### config.mk
export PLATFORM = sky130hd
export DESIGN_NAME = sha256_round_ctrl
export DESIGN_NICKNAME = d
export VERILOG_FILES = /design/src/rtl/sha256_round_ctrl.sv
export SDC_FILE = /design/constraint.sdc
export NUM_CORES = 1
export LEC_CHECK = 0
export BUFFER_PORTS_ARGS = -buffer_cell sky130_fd_sc_hd__buf_2
export CORE_ASPECT_RATIO = 0.5
export CORE_UTILIZATION = 35
export DETAILED_ROUTE_END_ITERATION = 16
export GPL_ROUTABILITY_DRIVEN = 0
export GPL_TIMING_DRIVEN = 1
export PLACE_DENSITY = 0.63
export SLEW_MARGIN = 20
export SYNTH_ARGS = -nofsm -noshare
export SYNTH_HDL_FRONTEND = slang
export SYNTH_SLANG_ARGS = --single-unit
export TNS_END_PERCENT = 20
### constraint.sdc
create_clock -name clk -period 4 [get_ports clk]
set_input_delay 0.6 -clock clk [delete_from_list [all_inputs] [get_ports clk]]
set_output_delay 0.6 -clock clk [all_outputs]
set_load 0.05 [all_outputs]
### src/rtl/sha256_round_ctrl.sv
// ---------------------------------------------------------------------------
// sha256_round_ctrl
//   Sequencer for one SHA-256 compression.
//   - Accepts a 512-bit block from the source.
//   - Drives the round datapath for ROUNDS cycles.
//   - Supplies the K-ROM index and W_t each round from a 16-word
//     message-schedule window.
//   - Strobes the final hash add.
//   - Holds digest_valid until the consumer takes the digest.
//
// Ports
//   clk, rst_n        clock, asynchronous active-low reset
//   blk_valid/ready   block handshake from the source
//   blk_data          512-bit block, word 0 = blk_data[511:480]
//   blk_first         sampled with the block: 1 = start from IV, 0 = chain
//   abort             synchronous cancel of the block in flight
//   ld_state, ld_iv   one-cycle load of a..h (from IV when ld_iv)
//   round_en          datapath executes a round this cycle
//   k_addr, w_t       K-ROM index and schedule word for the current round
//   final_add         one-cycle H_i <= H_i + working variable
//   digest_valid/rdy  digest handshake to the consumer
//   busy              controller is not idle
// ---------------------------------------------------------------------------
module sha256_round_ctrl #(
    parameter int ROUNDS = 64,
    parameter int BLK_W  = 512
) (
    input  logic             clk,
    input  logic             rst_n,
    input  logic             blk_valid,
    output logic             blk_ready,
    input  logic [BLK_W-1:0] blk_data,
    input  logic             blk_first,
    input  logic             abort,
    output logic             ld_state,
    output logic             ld_iv,
    output logic             round_en,
    output logic [5:0]       k_addr,
    output logic [31:0]      w_t,
    output logic             final_add,
    output logic             digest_valid,
    input  logic             digest_ready,
    output logic             busy
);

    typedef enum logic [2:0] {
        S_IDLE,
        S_LOAD,
        S_ROUND,
        S_FINAL,
        S_DONE
    } state_t;

    state_t      state_reg, state_next;
    logic [5:0]  t_reg, t_next;
    logic        first_reg;
    logic [31:0] window_reg  [16];
    logic [31:0] window_next [16];
    logic [31:0] w_new;
    logic        accept;
    logic        last_round;

    function automatic logic [31:0] sig0(input logic [31:0] x);
        return {x[6:0], x[31:7]} ^ {x[17:0], x[31:18]} ^ {3'b000, x[31:3]};
    endfunction

    function automatic logic [31:0] sig1(input logic [31:0] x);
        return {x[16:0], x[31:17]} ^ {x[18:0], x[31:19]} ^ {10'b0, x[31:10]};
    endfunction

    assign accept     = (state_reg == S_IDLE) && blk_valid;
    assign last_round = (t_reg == 6'(ROUNDS - 1));

    // Window holds W[t..t+15].
    // The word entering at the top is W[t+16] = s1(W[t+14]) + W[t+9] + s0(W[t+1]) + W[t].
    assign w_new = sig1(window_reg[14]) + window_reg[9] + sig0(window_reg[1]) + window_reg[0];

    generate
        for (genvar gi = 0; gi < 16; gi++) begin : g_window
            if (gi < 15) begin : g_shift
                assign window_next[gi] = accept                  ? blk_data[BLK_W-1-32*gi -: 32] :
                                         (state_reg == S_ROUND)  ? window_reg[gi+1] :
                                                                   window_reg[gi];
            end else begin : g_top
                assign window_next[gi] = accept                  ? blk_data[BLK_W-1-32*gi -: 32] :
                                         (state_reg == S_ROUND)  ? w_new :
                                                                   window_reg[gi];
            end
        end
    endgenerate

    always_ff @(posedge clk or negedge rst_n) begin
        if (!rst_n) begin
            state_reg <= S_IDLE;
            t_reg     <= 6'd0;
            first_reg <= 1'b0;
            for (int i = 0; i < 16; i++) begin
                window_reg[i] <= 32'd0;
            end
        end else begin
            state_reg  <= state_next;
            t_reg      <= t_next;
            window_reg <= window_next;
            if (accept) begin
                first_reg <= blk_first;
            end
        end
    end

    always_comb begin
        state_next   = state_reg;
        t_next       = t_reg;
        blk_ready    = 1'b0;
        ld_state     = 1'b0;
        ld_iv        = 1'b0;
        round_en     = 1'b0;
        final_add    = 1'b0;
        digest_valid = 1'b0;

        case (state_reg)
            S_IDLE: begin
                blk_ready = 1'b1;
                if (blk_valid) begin
                    state_next = S_LOAD;
                    t_next     = 6'd0;
                end
            end
            S_LOAD: begin
                ld_state   = 1'b1;
                ld_iv      = first_reg;
                state_next = S_ROUND;
            end
            S_ROUND: begin
                round_en = 1'b1;
                if (last_round) begin
                    state_next = S_FINAL;
                    t_next     = 6'd0;
                end else begin
                    t_next = t_reg + 6'd1;
                end
            end
            S_FINAL: begin
                // An abort landing on this cycle must cancel the hash update.
                final_add  = !abort;
                state_next = S_DONE;
            end
            S_DONE: begin
                digest_valid = !abort;
                if (digest_ready) begin
                    state_next = S_IDLE;
                end
            end
            default: begin
                state_next = S_IDLE;
                t_next     = 6'd0;
            end
        endcase

        // Abort wins over every other transition once a block is in flight.
        if (abort && (state_reg != S_IDLE)) begin
            state_next = S_IDLE;
            t_next     = 6'd0;
        end
    end

    assign k_addr = t_reg;
    assign w_t    = window_reg[0];
    assign busy   = (state_reg != S_IDLE);

endmodule

Word level (Yosys, flattened, before mapping)
Index checks and enable logic that the tools add are counted.
W data, S select, Z words.

storage, ports and cells
  memory bits (writable) = 0
  memory bits (read-only) = 0
  latch bits = 0
  logic and storage cells = 92
  bits in registers = 522
  bits of input ports = 518
  memories = 0

cells by class
  shifts and indexed selects = 0
  bitwise operators = 4
  multiplexer cells = 47
  reduce and logical (&&, ||, !) cells = 9
  eq/ne operators = 9
  multiply operators = 0
  magnitude comparators = 0
  $add $sub $neg = 4
  divide/modulo/power cells = 0

operators by type and width
  kind                   count
  $mux W32               32
  $add A32 B32 Y32       3
  $xor A32 B32 Y32       2
  $xor A32 B22 Y32       1
  $xor A32 B29 Y32       1
  $mux W6                3
  $pmux W6 S3            1
  $pmux W3 S5            1
  $mux W3                4
  $add A6 B1 Y6 const B  1
  $eq A3 B2 Y1 const B   2
  $eq A6 B6 Y1 const B   1
  $mux W1                6
  $ne A3 B2 Y1 const B   2
  $eq A3 B1 Y1 const B   1
  $eq A3 B3 Y1 const B   1
  $logic_not A3 Y1       1
  $ne A3 B3 Y1 const B   1
  $reduce_and A3 Y1      1
  $reduce_bool A3 Y1     1
  $reduce_or A3 Y1       1
  $logic_and A1 B1 Y1    2
  $ne A2 B1 Y1 const B   1
  $reduce_and A2 Y1      1
  other kinds (2)        2

Longest topological paths before layout
  depth in word-level cells = 7
  gate-level depth with buffers = 19
  depth with buffers taken out = 18

Worst setup path before layout
OpenSTA, ideal clock, no wires.

  path kind = reg-to-reg
  start point = register window_reg[50] (netlist bit)
  end point = register window_reg[31] (netlist bit)
  data arrival time = 3.897 ns
  data required time = 3.836 ns
  buffers on the path = 1
  stages on the path, launching flop included = 19
  setup slack = -0.061 ns
  cell sequence = dfrtp_1 clkbuf_1 xor2_1 xnor2_1 fa_1 fa_1 inv_1 ha_1 inv_1 fa_1 nor2b_1 o21a_1 a311o_2 a211oi_4 a31oi_1 a31oi_2 o31ai_1 xnor2_1 a21oi_1

between the ends
  cells in the longest elaborated chain, start to end = 7

ends and longest elaborated chain
  what                               line  text
  start: declaration                 57    logic [31:0] window_reg [16];
  start signal: assignment           103   window_reg <= window_next;
  $xor A32 B32 Y32                   68    return {x[16:0], x[31:17]} ^ {x[18:0], x[31:19]} ^ {10'b0, x[31:10]};
  $xor A32 B22 Y32 (*)               68
  $add A32 B32 Y32 (*) (3 in a row)  76    assign w_new = sig1(window_reg[14]) + window_reg[9] + sig0(window_reg[1]) + window_reg[0];
  $mux W32 (*)                       86    (state_reg == S_ROUND) ? w_new :
  $mux W32 (*)                       85    assign window_next[gi] = accept ? blk_data[BLK_W-1-32*gi -: 32] :

Mark *: on every way between the ends. The rest lies on a longest branch, timed or not. The select of a mux whose other input is x is not followed.
A chain may end at the register's enable or synchronous reset.

Final worst setup path
  start point = register window_reg[50] (netlist bit)
  end point = register window_reg[27] (netlist bit)

Same word-level chain as after synthesis.

==> flow_summary.json <==
{
  "synth_top_family_by_area": "simple AND/OR/NAND/NOR gates",
  "worstSetupPathType": "flop to flop",
  "netlist.top_cell.by_area": "sky130_fd_sc_hd__dfrtp_1",
  "routed_via_density": 5.319,
  "failing_checks": "negative setup slack",
  "number_of_global_route_vias_before_repair": 25270,
  "synth_largest_type_area_fraction_pct": 47.19,
  "detail_route.first_pass.iterations": 6,
  "stdcell_count": 4903,
  "placeable_core_region_mm2": 0.07774,
  "timing_worst_slew_pin_value_ns": 0.8803,
  "worst-endpoint-arrival_ns": 4.68,
  "final_common_cell": "sky130_fd_sc_hd__nand2_1",
  "multiInputGateArea_mm2": 0.01315,
  "async_set_or_reset_register_ratio_after_synthesis_pct": 100.0,
  "regArea_mm2": 0.01307,
  "report.final.setup_viol": 13,
  "worst_path_max_delay_cell": "sky130_fd_sc_hd__fa_1",
  "cts_inserted_buffers": 52,
  "drt_drc_violations_left": 0,
  "mostFrequentLayoutCells": "sky130_fd_sc_hd__nand2_1, sky130_fd_sc_hd__buf_2, sky130_fd_sc_hd__dfrtp_1",
  "overall_routing_resource_usage_pct": 26.90,
  "synth_fa_ha_area_share_pct": 5.930,
  "dominantRegCellSynth": "sky130_fd_sc_hd__dfrtp_1",
  "place.detailed.instances": 4781,
  "largest_register_ff_count": 480,
  "grt_remaining_overflow": 0,
  "holdCritPathClass": "input port to asynchronous set/reset pin",
  "route.vias.total": 26080,
  "dp_hpwl_um": 83650,
  "effective_utilization_at_floorplan_pct": 35.61,
  "maxClockFrequency_mhz": 239.5,
  "synthesis.area_mm2": 0.02768,
  "clkLatencyLatePin_ns": 0.63,
  "grt_pass1_wl_um": 160300,
  "synth-warning-count": 0,
  "synth_compound_gate_area_share_pct": 14.50,
  "cts.sinks": 522,
  "finalMaxSlewViolations": 0,
  "synth_nets": 3994,
  "ys_ff_latch": 522,
  "drt_iter0_drc": 2971,
  "cts-htree-levels": 2,
  "seq_area_frac_synth_pct": 47.19,
  "syn2layout_area_growth_pct": 22.20,
  "post-route-period-util_pct": 104.4,
  "worst-path-max-fanout": 2,
  "status": "finished, violations left",
  "skew_ns": 0.03820,
  "synth_mux_area_share_pct": 0,
  "post_dp_cell_area_mm2": 0.03165,
  "io-pin-count": 563,
  "drt-wirelength-per-cell_um": 22.48,
  "finalNetCount": 4420,
  "period_minus_slack_ns": 4.176,
  "clockRootBuffer": "sky130_fd_sc_hd__clkbuf_16",
  "cts_tree": "built",
  "relSlewSlack_pct": 41.31,
  "antenna_found_initial": 27,
  "cts.clk_slew.worst_paths_ns": 0.07,
  "grt_setup_unrepaired": "true",
  "cp.required_ns": 4.51,
  "worst_setup_slack_after_placement_ns": -0.3503,
  "critical_path.startpoint_type": "flop",
  "fin_area_mm2": 0.03383,
  "final_critical_path_setup_slack_ns": -0.1761,
  "grt_max_degree": 182,
  "postRouteAntennaNets": 0,
  "post_cts_hold_buffer_count": 0,
  "die_y_um": 200.9,
  "synthesis.instances": 3382,
  "final_hold_violating_endpoints": 0,
  "cts_buffer_depth": 3,
  "synthXorXnorAreaFrac_pct": 4.682,
  "die_width_um": 399.7,
  "cp-end-kind": "flop",
  "final_core_util_pct": 43.51,
  "critical_path.max_stage_delay_ns": 0.49,
  "drt_wl_total_um": 110200,
  "ys_top_cells_by_area": "sky130_fd_sc_hd__dfrtp_1, sky130_fd_sc_hd__nand2_1, sky130_fd_sc_hd__a31oi_1",
  "portBuffers": 562,
  "critical_path_cell_by_cell": "buf_4, xor2_4, xnor2_2, fa_1, fa_1, inv_1, ha_2, inv_2, fa_2, nor2b_1, o21a_1, a311o_2, a211oi_4, a31oi_2, a31oi_2, buf_4, o211ai_1, xnor2_1, o21ai_1",
  "post_synth_and_or_nand_nor_area_fraction_pct": 21.24,
  "fill_cells": 7755,
  "fraction_of_layout_instances_using_a_drive_strength_above_1_pct": 21.42,
  "floorplan.die_area_mm2": 0.08029,
  "synth-edff-count": 0,
  "synth.lib_cells_used.distinct": 48,
  "syn_area_per_cell_um2": 8.185,
  "cap_violations": 0,
  "floorplan.rows": 72
}
==> cell usage after synthesis (44+ instances only) <==
library cell / number
sky130_fd_sc_hd__nand2_1: 1006
sky130_fd_sc_hd__xor2_1: 59
sky130_fd_sc_hd__dfrtp_1: 522
sky130_fd_sc_hd__a22oi_1: 46
sky130_fd_sc_hd__a31oi_1: 455
sky130_fd_sc_hd__xnor2_1: 89
sky130_fd_sc_hd__nor2_1: 481
sky130_fd_sc_hd__o21ai_0: 46
sky130_fd_sc_hd__fa_1: 62
sky130_fd_sc_hd__a21oi_1: 44
sky130_fd_sc_hd__clkbuf_1: 259
sky130_fd_sc_hd__inv_1: 129
==> repair_timing <==
| item | CTS | global route |
|---|---|---|
| pin swaps | 24 | 35 |
| buffers inserted | 4 | 5 |
| endpoints found under the setup margin | 15 | 22 |
| gates resized for setup | 25 | 46 |
==> per-stage QoR <==
stage                     hold slack, ns  setup TNS (ns)
final                            0.03864          -1.275
after global routing             0.08243          -2.988
after CTS                        0.05424          -1.504
after detailed placement          0.4552          -2.743
after global placement            0.4495          -2.222
after floorplan                   0.3044               0
==> path summary, 6_finish.rpt <==
| path | depth (start not counted) | endpoint | slack [ns] | start |
|---|---|---|---|---|
| max | 19 | window_reg[27] | -0.18 | window_reg[50] |
| min in group clk | 3 | first_reg | 0.17 | blk_first |
| min reg2reg | 2 | window_reg[380] | 0.47 | window_reg[380] |
| max in group asynchronous | 2 | window_reg[337] | 3.04 | rst_n |
| min | 1 | window_reg[20] | 0.04 | rst_n |
| max reg2reg | 19 | window_reg[27] | -0.18 | window_reg[50] |
==> worst max-delay path, delay by kind of cell, from the launching register on <==
kind / cells / cell delay, ns
AND/OR/NAND/NOR: 1 / 0.05
flip-flops: 1 / 0.40
XOR/XNOR: 3 / 0.52
AO/OA/AOI/OAI: 7 / 1.36
buffers and inverters: 4 / 0.41
adder cells (fa/ha/maj): 4 / 1.32
==> layer usage <==
metal / part of all wire (%) / vias up / track usage (%)
li1: - / 11940 / -
met1: 40 / 12770 / 34.86
met2: 47 / 1067 / 42.89
met3: 6.9 / 287 / 4.278
met4: 5.9 / 10 / 14.97
met5: 0.063 / - / 0
==> logic make-up after synthesis <==
family | count (synthesis)
AND/OR/NAND/NOR | 1536
AO/OA/AOI/OAI | 638
flip-flops | 522
buffers and inverters | 444
XOR/XNOR | 148
adder cells (fa/ha/maj) | 94
==> area by class of cell <==
class | count | area share, %
antenna | 20 | 0.1480
clock buffer | 76 | 4.498
clock inverter | 17 | 0.6362
multi-input combinational | 2416 | 38.88
timing repair buffer | 686 | 11.94
tap | 1036 | 3.832
inverter | 130 | 1.443
sequential | 522 | 38.62
Power is not shown: default switching activity piles up to over one toggle a cycle in this logic, so the estimate is an artifact.
